$ cat config.mk
export PLATFORM = sky130hd
export DESIGN_NAME = vga_text_timing_gen
export DESIGN_NICKNAME = d
export VERILOG_FILES = /design/src/rtl/vga_text_timing_gen.sv
export SDC_FILE = /design/constraint.sdc
export NUM_CORES = 1
export LEC_CHECK = 0
export ABC_AREA = 1
export CORE_MARGIN = 8
export CORE_UTILIZATION = 61
export DETAILED_ROUTE_END_ITERATION = 10
export DONT_BUFFER_PORTS = 1
export PLACE_DENSITY = 0.83
export SKIP_CTS_REPAIR_TIMING = 1
export SYNTH_ARGS = -nofsm -noshare
export SYNTH_HDL_FRONTEND = slang
export SYNTH_SLANG_ARGS = --single-unit
$ cat constraint.sdc
create_clock -name CLK -period 2 [get_ports CLK]
set_input_delay 0.2 -clock CLK [delete_from_list [all_inputs] [get_ports CLK]]
set_output_delay 0.2 -clock CLK [all_outputs]
set_load 0.03 [all_outputs]
$ cat src/rtl/vga_text_timing_gen.sv
// vga_text_timing_gen: raster timing for the VGA text path (640x480@60 by
// default, run from a 2x pixel clock via the pix_ce enable).
// Counters draw_x/draw_y address VRAM and the font ROM directly; hs/vs/blank
// are delayed PIPE_DELAY pixel ticks to line up with that fetch pipeline.
// Optional: define VGA_TIMING_SCANLINE_CMP_EN to add line_cmp/line_hit.

// One sync lane of the alignment delay line. It shifts only on pixel ticks
// and resets every stage high, so sync/blank read inactive/blanked until the
// first real sample has travelled through.
module vga_text_timing_dly #(
    parameter int DEPTH = 2
) (
    input  logic CLK,
    input  logic RESET,
    input  logic ce,
    input  logic din,
    output logic dout
);

    logic [DEPTH:1] dly_pipe;

    // Shift register, stage 1 takes the raw level, stage DEPTH drives out.
    always_ff @(posedge CLK) begin
        if (RESET) begin
            dly_pipe <= '1;
        end else if (ce) begin
            dly_pipe[1] <= din;
            for (int i = 2; i <= DEPTH; i++) begin
                dly_pipe[i] <= dly_pipe[i-1];
            end
        end
    end

    assign dout = dly_pipe[DEPTH];

endmodule

module vga_text_timing_gen #(
    parameter int H_VISIBLE  = 640,
    parameter int H_FRONT    = 16,
    parameter int H_SYNC     = 96,
    parameter int H_BACK     = 48,
    parameter int V_VISIBLE  = 480,
    parameter int V_FRONT    = 10,
    parameter int V_SYNC     = 2,
    parameter int V_BACK     = 33,
    parameter int PIPE_DELAY = 2     // 1..8 pixel ticks
) (
    input  logic       CLK,
    input  logic       RESET,
`ifdef VGA_TIMING_SCANLINE_CMP_EN
    input  logic [9:0] line_cmp,
    output logic       line_hit,
`endif
    output logic       pix_ce,
    output logic [9:0] draw_x,
    output logic [9:0] draw_y,
    output logic       hs,
    output logic       vs,
    output logic       blank,
    output logic       frame_toggle,
    output logic       frame_start
);

    localparam int H_TOTAL = H_VISIBLE + H_FRONT + H_SYNC + H_BACK;
    localparam int V_TOTAL = V_VISIBLE + V_FRONT + V_SYNC + V_BACK;

    localparam logic [9:0] H_LAST   = 10'(H_TOTAL - 1);
    localparam logic [9:0] V_LAST   = 10'(V_TOTAL - 1);
    localparam logic [9:0] H_VIS    = 10'(H_VISIBLE);
    localparam logic [9:0] V_VIS    = 10'(V_VISIBLE);
    localparam logic [9:0] HS_START = 10'(H_VISIBLE + H_FRONT);
    localparam logic [9:0] HS_END   = 10'(H_VISIBLE + H_FRONT + H_SYNC);
    localparam logic [9:0] VS_START = 10'(V_VISIBLE + V_FRONT);
    localparam logic [9:0] VS_END   = 10'(V_VISIBLE + V_FRONT + V_SYNC);

    // Sync lanes carried through the delay line.
    localparam int NUM_LANES = 3;
    localparam int LANE_HS   = 0;
    localparam int LANE_VS   = 1;
    localparam int LANE_BLK  = 2;

    logic                 h_wrap;
    logic                 v_wrap;
    logic [9:0]           x_nxt;
    logic [9:0]           y_nxt;
    logic [NUM_LANES-1:0] sync_raw;
    logic [NUM_LANES-1:0] sync_dly;

    // Pixel enable: half-rate toggle, low in the first cycle out of reset.
    always_ff @(posedge CLK) begin
        if (RESET) begin
            pix_ce <= 1'b0;
        end else begin
            pix_ce <= ~pix_ce;
        end
    end

    // Next counter values; ">=" folds any out-of-range count into a wrap.
    always_comb begin
        h_wrap = (draw_x >= H_LAST);
        v_wrap = (draw_y >= V_LAST);
        x_nxt  = h_wrap ? 10'd0 : 10'(draw_x + 10'd1);
        y_nxt  = draw_y;
        if (h_wrap) begin
            y_nxt = v_wrap ? 10'd0 : 10'(draw_y + 10'd1);
        end
    end

    // Raster counters advance on pixel ticks only.
    always_ff @(posedge CLK) begin
        if (RESET) begin
            draw_x <= '0;
            draw_y <= '0;
        end else if (pix_ce) begin
            draw_x <= x_nxt;
            draw_y <= y_nxt;
        end
    end

    // Undelayed sync/blank levels decoded from the current counters.
    always_comb begin
        sync_raw           = '0;
        sync_raw[LANE_HS]  = ~((draw_x >= HS_START) && (draw_x < HS_END));
        sync_raw[LANE_VS]  = ~((draw_y >= VS_START) && (draw_y < VS_END));
        sync_raw[LANE_BLK] = (draw_x >= H_VIS) || (draw_y >= V_VIS);
    end

    for (genvar g = 0; g < NUM_LANES; g++) begin : g_lane
        vga_text_timing_dly #(
            .DEPTH (PIPE_DELAY)
        ) u_dly (
            .CLK   (CLK),
            .RESET (RESET),
            .ce    (pix_ce),
            .din   (sync_raw[g]),
            .dout  (sync_dly[g])
        );
    end

    assign hs    = sync_dly[LANE_HS];
    assign vs    = sync_dly[LANE_VS];
    assign blank = sync_dly[LANE_BLK];

    // Frame-start pulse on the last-pixel -> origin tick; it lasts one CLK
    // because the following edge never carries pix_ce. Reset entry to (0,0)
    // is not a counter move, so it never fires here.
    always_ff @(posedge CLK) begin
        if (RESET) begin
            frame_start <= 1'b0;
        end else begin
            frame_start <= pix_ce && h_wrap && v_wrap;
        end
    end

    // Frame toggle flips on the same tick the counters enter the first
    // vsync line, i.e. together with the first low vs_raw level.
    always_ff @(posedge CLK) begin
        if (RESET) begin
            frame_toggle <= 1'b0;
        end else if (pix_ce && h_wrap && (y_nxt == VS_START)) begin
            frame_toggle <= ~frame_toggle;
        end
    end

`ifdef VGA_TIMING_SCANLINE_CMP_EN
    // Scanline hit: pulse when draw_y steps onto line_cmp. y_nxt never
    // exceeds V_TOTAL-1, so an out-of-range compare value never matches.
    always_ff @(posedge CLK) begin
        if (RESET) begin
            line_hit <= 1'b0;
        end else begin
            line_hit <= pix_ce && h_wrap && (y_nxt == line_cmp);
        end
    end
`endif

endmodule

==> impl_metrics.yaml, run 1 <==
logic_synthesis:
  yosysSeqAreaShare_pct: 37.4
  synthArstFlopShare_pct: 0
  mappedNetlistArea_um2: 1550
  ys_ff_latch: 29
  synthFlopType: "dfxtp_1"
  synthCells: 227
  synth_edf_count: 0
  syn_nets: 233
  synth_warnings: 0
  ys_types: 31
  syn_area_per_cell_um2: 6.84
floorplan:
  io_pins: 28
  dieArea_um2: 4420
  chipWidth_um: 66.5
  core_um2: 2450
  die_h_um: 66.5
  rows: 18
  start_util_pct: 63.3
placement:
  dp_hpwl_mm: 2.97
  gp_congestion: 0.913
  placed_cells: 277
  io_buffers: 0
  dp_slack_ns: 0.239
  dpl_cell_area_um2: 1740
status:
  status: "complete, no violations"
final_layout:
  n_fill_cell: 206
  utilization_pct: 74.2
  finalNonFillerCells: 286
  stdcell_area_um2: 1820
  final_common_cell: "nand2_1"
  seqCellArea_um2: 581
  multi_input_area_um2: 826
  area_delta_synth_final_pct: 17.2
  diodes: 0
  drive_gt1_share_pct: 19.9
  nets: 261
  final_cell_mix: "55 x nand2_1, 31 x inv_1, 29 x dfxtp_1"
global_routing:
  antenna_found_initial: 0
  gr-total-overflow: 0
  grt_pass1_vias: 1431
  grt_pass1_wl_mm: 6.41
  grt_max_degree: 13
  track_usage_pct: 18.8
power:
  p_leak_nw: 0.843
  ir_drop_mv: 0.596
  power_density_nw_per_um2: 584
timing:
  hold_viol_final: 0
  worstMarginPinSlew_ns: 0.442
  finalClockSkew_ns: 0.00768
  worst_slack_ns: 0.198
  rsz0062_at_grt: "false"
  finalSetupViolCount: 0
  fin_tns_setup_ns: 0
  final_max_slew_viol_count: 0
  fin_crit_ns: 1.80
  final.period_utilization_pct: 90.1
  max_freq_ghz: 0.555
  maxSlewHeadroom_pct: 70.3
route:
  top_layer: "met4"
  drc: 0
  wl_per_cell_um: 13.6
  wirelength_mm: 3.90
  dr.pass1.iters: 4
  drtIter0Drc: 142
  via_per_inst: 5.44
  ant_nets: 0
  met3_length_um: 407
  wl_met1_mm: 1.66
  wl_met2_mm: 1.72
  vias: 1555
setup_path:
  arrival_ns: 2.04
  start_kind: "flip-flop"
  endpoint_kind: "flip-flop"
  critPathMaxFanout: 12
  cp.required_ns: 2.24
  path_class: "flip-flop to flip-flop"
worst_hold_path:
  min_path_type: "primary input to flip-flop"
cts:
  cts_tree: "done"
  clk_latency_ns: 0.33
  path_clk_slew_ns: 0.10
  clockBufferDepth: 2
  root_buffer: "clkbuf_4"
  h-tree-depth: 2
  clock_sinks: 29
  cts_buffers: 5
flow_run:
  cap_violations: 0
-- layer usage --
metal | GRT usage, % | vias to the layer above
li1 | - | 794
met1 | 22.6 | 687
met2 | 28.1 | 60
met3 | 8.05 | 14
met4 | 9.33 | 0
met5 | 0 | -
-- per-stage QoR --
stage | hold WS, ns | power (mW)
floorplan | 0.269 | 0.641
global placement | 0.276 | 0.659
detailed placement | 0.279 | 0.660
CTS | -0.0801 | 1.07
global route | 0.0721 | 1.11
finish | 0.0836 | 1.06
-- sequential cells by signal, indices dropped and copies added, names as in the netlist --
signal                 count
draw_x                    10
draw_y                    10
frame_start                1
frame_toggle               1
g_lane.u_dly.dly_pipe      6
pix_ce                     1
-- Yosys cell counts, drive strengths merged (2+ instances only) --
library cell	number	share of area, %
nand2	59	15
inv	34	8.2
nor2	30	8.9
dfxtp	29	37
nand3	22	8.1
a21oi	13	4.2
o21ai	9	3.1
nor3	8	3.6
ha	4	3.2
o22ai	4	1.6
nor3b	2	0.97
nor4	2	0.81
-- cell type report --
class	instances	area share, %
multi-input cells	161	45.4
flip-flops and latches	29	31.9
repair buffers	23	9.62
inverters	35	7.22
clock buffers	7	3.57
well taps	30	2.06
clock inverters	1	0.275
-- worst paths after layout --
| path | start | end | slack (ns) | cells past startpoint |
|---|---|---|---|---|
| max reg2reg | draw_x[0] | frame_toggle | 0.20 | 14 |
| max | draw_x[0] | frame_toggle | 0.20 | 14 |
| min | RESET | frame_toggle | 0.08 | 3 |
| min reg2reg | g_lane[0].u_dly.dly_pipe[1] | g_lane[0].u_dly.dly_pipe[2] | 0.46 | 2 |
-- report_power, final --
group / internal [mW] / total, mW / switching [mW]
registers: 0.584 / 0.589 / 0.00502
clock network: 0.203 / 0.414 / 0.210
logic: 0.0159 / 0.0595 / 0.0436
total: 0.803 / 1.06 / 0.259
-- cells by family (layout without fill, tap and decap cells) --
| logic type | Yosys count | after routing | share of synthesized area [%] |
|---|---|---|---|
| flops | 29 | 29 | 37.4 |
| buf+inv | 37 | 66 | 9.43 |
| fa+ha+maj | 4 | 4 | 3.22 |
| simple gates | 125 | 125 | 38.0 |
| compound gates | 32 | 32 | 11.9 |
-- critical path, cell delays in order (launching register included) --
cell and delay, ns:
dfxtp_1 0.34, ha_1 0.17, nand2_1 0.09, nor2_2 0.14, nor2_2 0.06, nor2_4 0.26
nand2_1 0.09, nand2_1 0.07, nand2_1 0.06, inv_1 0.05, nand2_1 0.04, nor2_1 0.11
nand3_1 0.09, nand2_1 0.08, nor2_1 0.03
No activity file was read; power rests on OpenSTA's default activity.
==> run 2: changes to the inputs <==
--- a/config.mk
+++ b/config.mk
@@ -6,6 +6,7 @@
 export NUM_CORES = 1
 export LEC_CHECK = 0
 export ABC_AREA = 1
+export CORE_ASPECT_RATIO = 0.8
 export CORE_MARGIN = 8
 export CORE_UTILIZATION = 61
 export DETAILED_ROUTE_END_ITERATION = 10
==> impl_metrics.yaml, run 2 (synthesis gave the netlist of run 1 again) <==
floorplan:
  chipWidth_um: 72.4
  start_util_pct: 63.6
  io_pins: 28
  core_um2: 2440
  dieArea_um2: 4430
  die_h_um: 61.1
  rows: 16
route:
  vias: 1689
  via_per_inst: 5.76
  wirelength_mm: 4.48
  ant_nets: 0
  drtIter0Drc: 190
  dr.pass1.iters: 5
  drc: 0
  wl_per_cell_um: 15.3
setup_path:
  rrSetupSlack_ns: 0.16
  arrival_ns: 2.06
  critPathMaxFanout: 12
  cp.required_ns: 2.22
  path_class: "flip-flop to flip-flop"
  endpoint_kind: "flip-flop"
  start_kind: "flip-flop"
  r2r_cells: 15
cts:
  clk_latency_ns: 0.34
  cts_buffers: 5
  h-tree-depth: 2
  clockBufferDepth: 2
  path_clk_slew_ns: 0.10
  root_buffer: "clkbuf_4"
  clock_sinks: 29
  cts_tree: "done"
final_layout:
  area_delta_synth_final_pct: 20.0
  finalNonFillerCells: 293
  nets: 262
  utilization_pct: 76.3
  diodes: 0
  final_common_cell: "nand2_1"
  n_fill_cell: 202
  final_cell_mix: "55 x nand2_1, 31 x inv_1, 29 x dfxtp_1"
  drive_gt1_share_pct: 19.8
  reg_top3: "draw_x (10), draw_y (10), g_lane.u_dly.dly_pipe (6)"
placement:
  dp_hpwl_mm: 3.22
  io_buffers: 0
  placed_cells: 283
  gp_congestion: 0.947
global_routing:
  track_usage_pct: 20.5
  gr-total-overflow: 0
  grt_pass1_vias: 1500
  antenna_found_initial: 0
  grt_max_degree: 13
  grt_pass1_wl_mm: 6.91
status:
  status: "complete, no violations"
worst_hold_path:
  min_path_type: "primary input to flip-flop"
  hold_depth: 3
timing:
  hold_viol_final: 0
  worstMarginPinSlew_ns: 0.489
  final_max_slew_viol_count: 0
  maxSlewHeadroom_pct: 67.1
  finalClockSkew_ns: 0.0143
  finalSetupViolCount: 0
  max_freq_ghz: 0.545
  fin_crit_ns: 1.84
  final.period_utilization_pct: 91.8
power:
  power_density_nw_per_um2: 620
  ir_drop_mv: 0.507
  p_leak_nw: 0.855
flow_run:
  cap_violations: 0
==> run 2: cell types whose count changed in the layout (fill, tap and decap cells not counted), sizes merged <==
cell / change
buf: +1
bufinv: +1
clkinv: -1
==> run 2: layer usage <==
| layer | wire length, um | track usage [%] | vias to the layer above |
|---|---|---|---|
| met4 | 138 | 10.2 | 0 |
| met5 | 0 | 0 | - |
| met3 | 573 | 5.69 | 23 |
| li1 | - | - | 796 |
| met2 | 1970 | 31.8 | 114 |
| met1 | 1800 | 25.6 | 756 |
==> run 2: path summary, 6_finish.rpt <==
kind | start | end
hold reg to reg | g_lane[1].u_dly.dly_pipe[1] | g_lane[1].u_dly.dly_pipe[1]
hold / removal | RESET | draw_y[0]
setup / recovery | draw_x[0] | frame_toggle
setup reg to reg | draw_x[0] | frame_toggle
==> run 2: per-stage QoR <==
stage | worst slack (ns) | setup TNS (ns) | cell area [um2] | power [mW] | hold slack (ns)
after floorplan | 0.157 | 0 | 1550 | 0.641 | 0.269
final | 0.164 | 0 | 1860 | 1.16 | 0.0930
after CTS | 0.178 | 0 | 1830 | 1.15 | -0.0852
after detailed placement | 0.213 | 0 | 1750 | 0.660 | 0.274
after global routing | -0.00771 | -0.00771 | 1860 | 1.20 | 0.0970
after global placement | 0.267 | 0 | 1750 | 0.659 | 0.273
==> run 2: layout make-up <==
class	instances	area, um2	area share [%]
multi-input combinational	161	826	44.3
sequential	29	581	31.2
timing repair buffer	24	195	10.5
inverter	35	131	7.05
clock buffer	7	55.1	2.95
tap	36	45.0	2.42
clock inverter	1	30.0	1.61
==> run 2: worst max-delay path, cell delays in order, from the launching register on <==
cell	delay, ns
dfxtp_1	0.34
ha_1	0.16
nand2_1	0.09
nor2_2	0.15
nor2_2	0.07
nor2_4	0.12
buf_12	0.14
nand2_1	0.05
nand2_1	0.06
nand2_1	0.08
inv_1	0.06
nand2_1	0.04
nor2_1	0.13
nand3_1	0.11
nand2_1	0.09
nor2_1	0.04
==> run 2: power by group <==
part	leakage, nW	switching [mW]	internal (mW)
sequential	0.235	0.00538	0.584
clock	0.0455	0.206	0.298
combinational	0.575	0.0461	0.0158
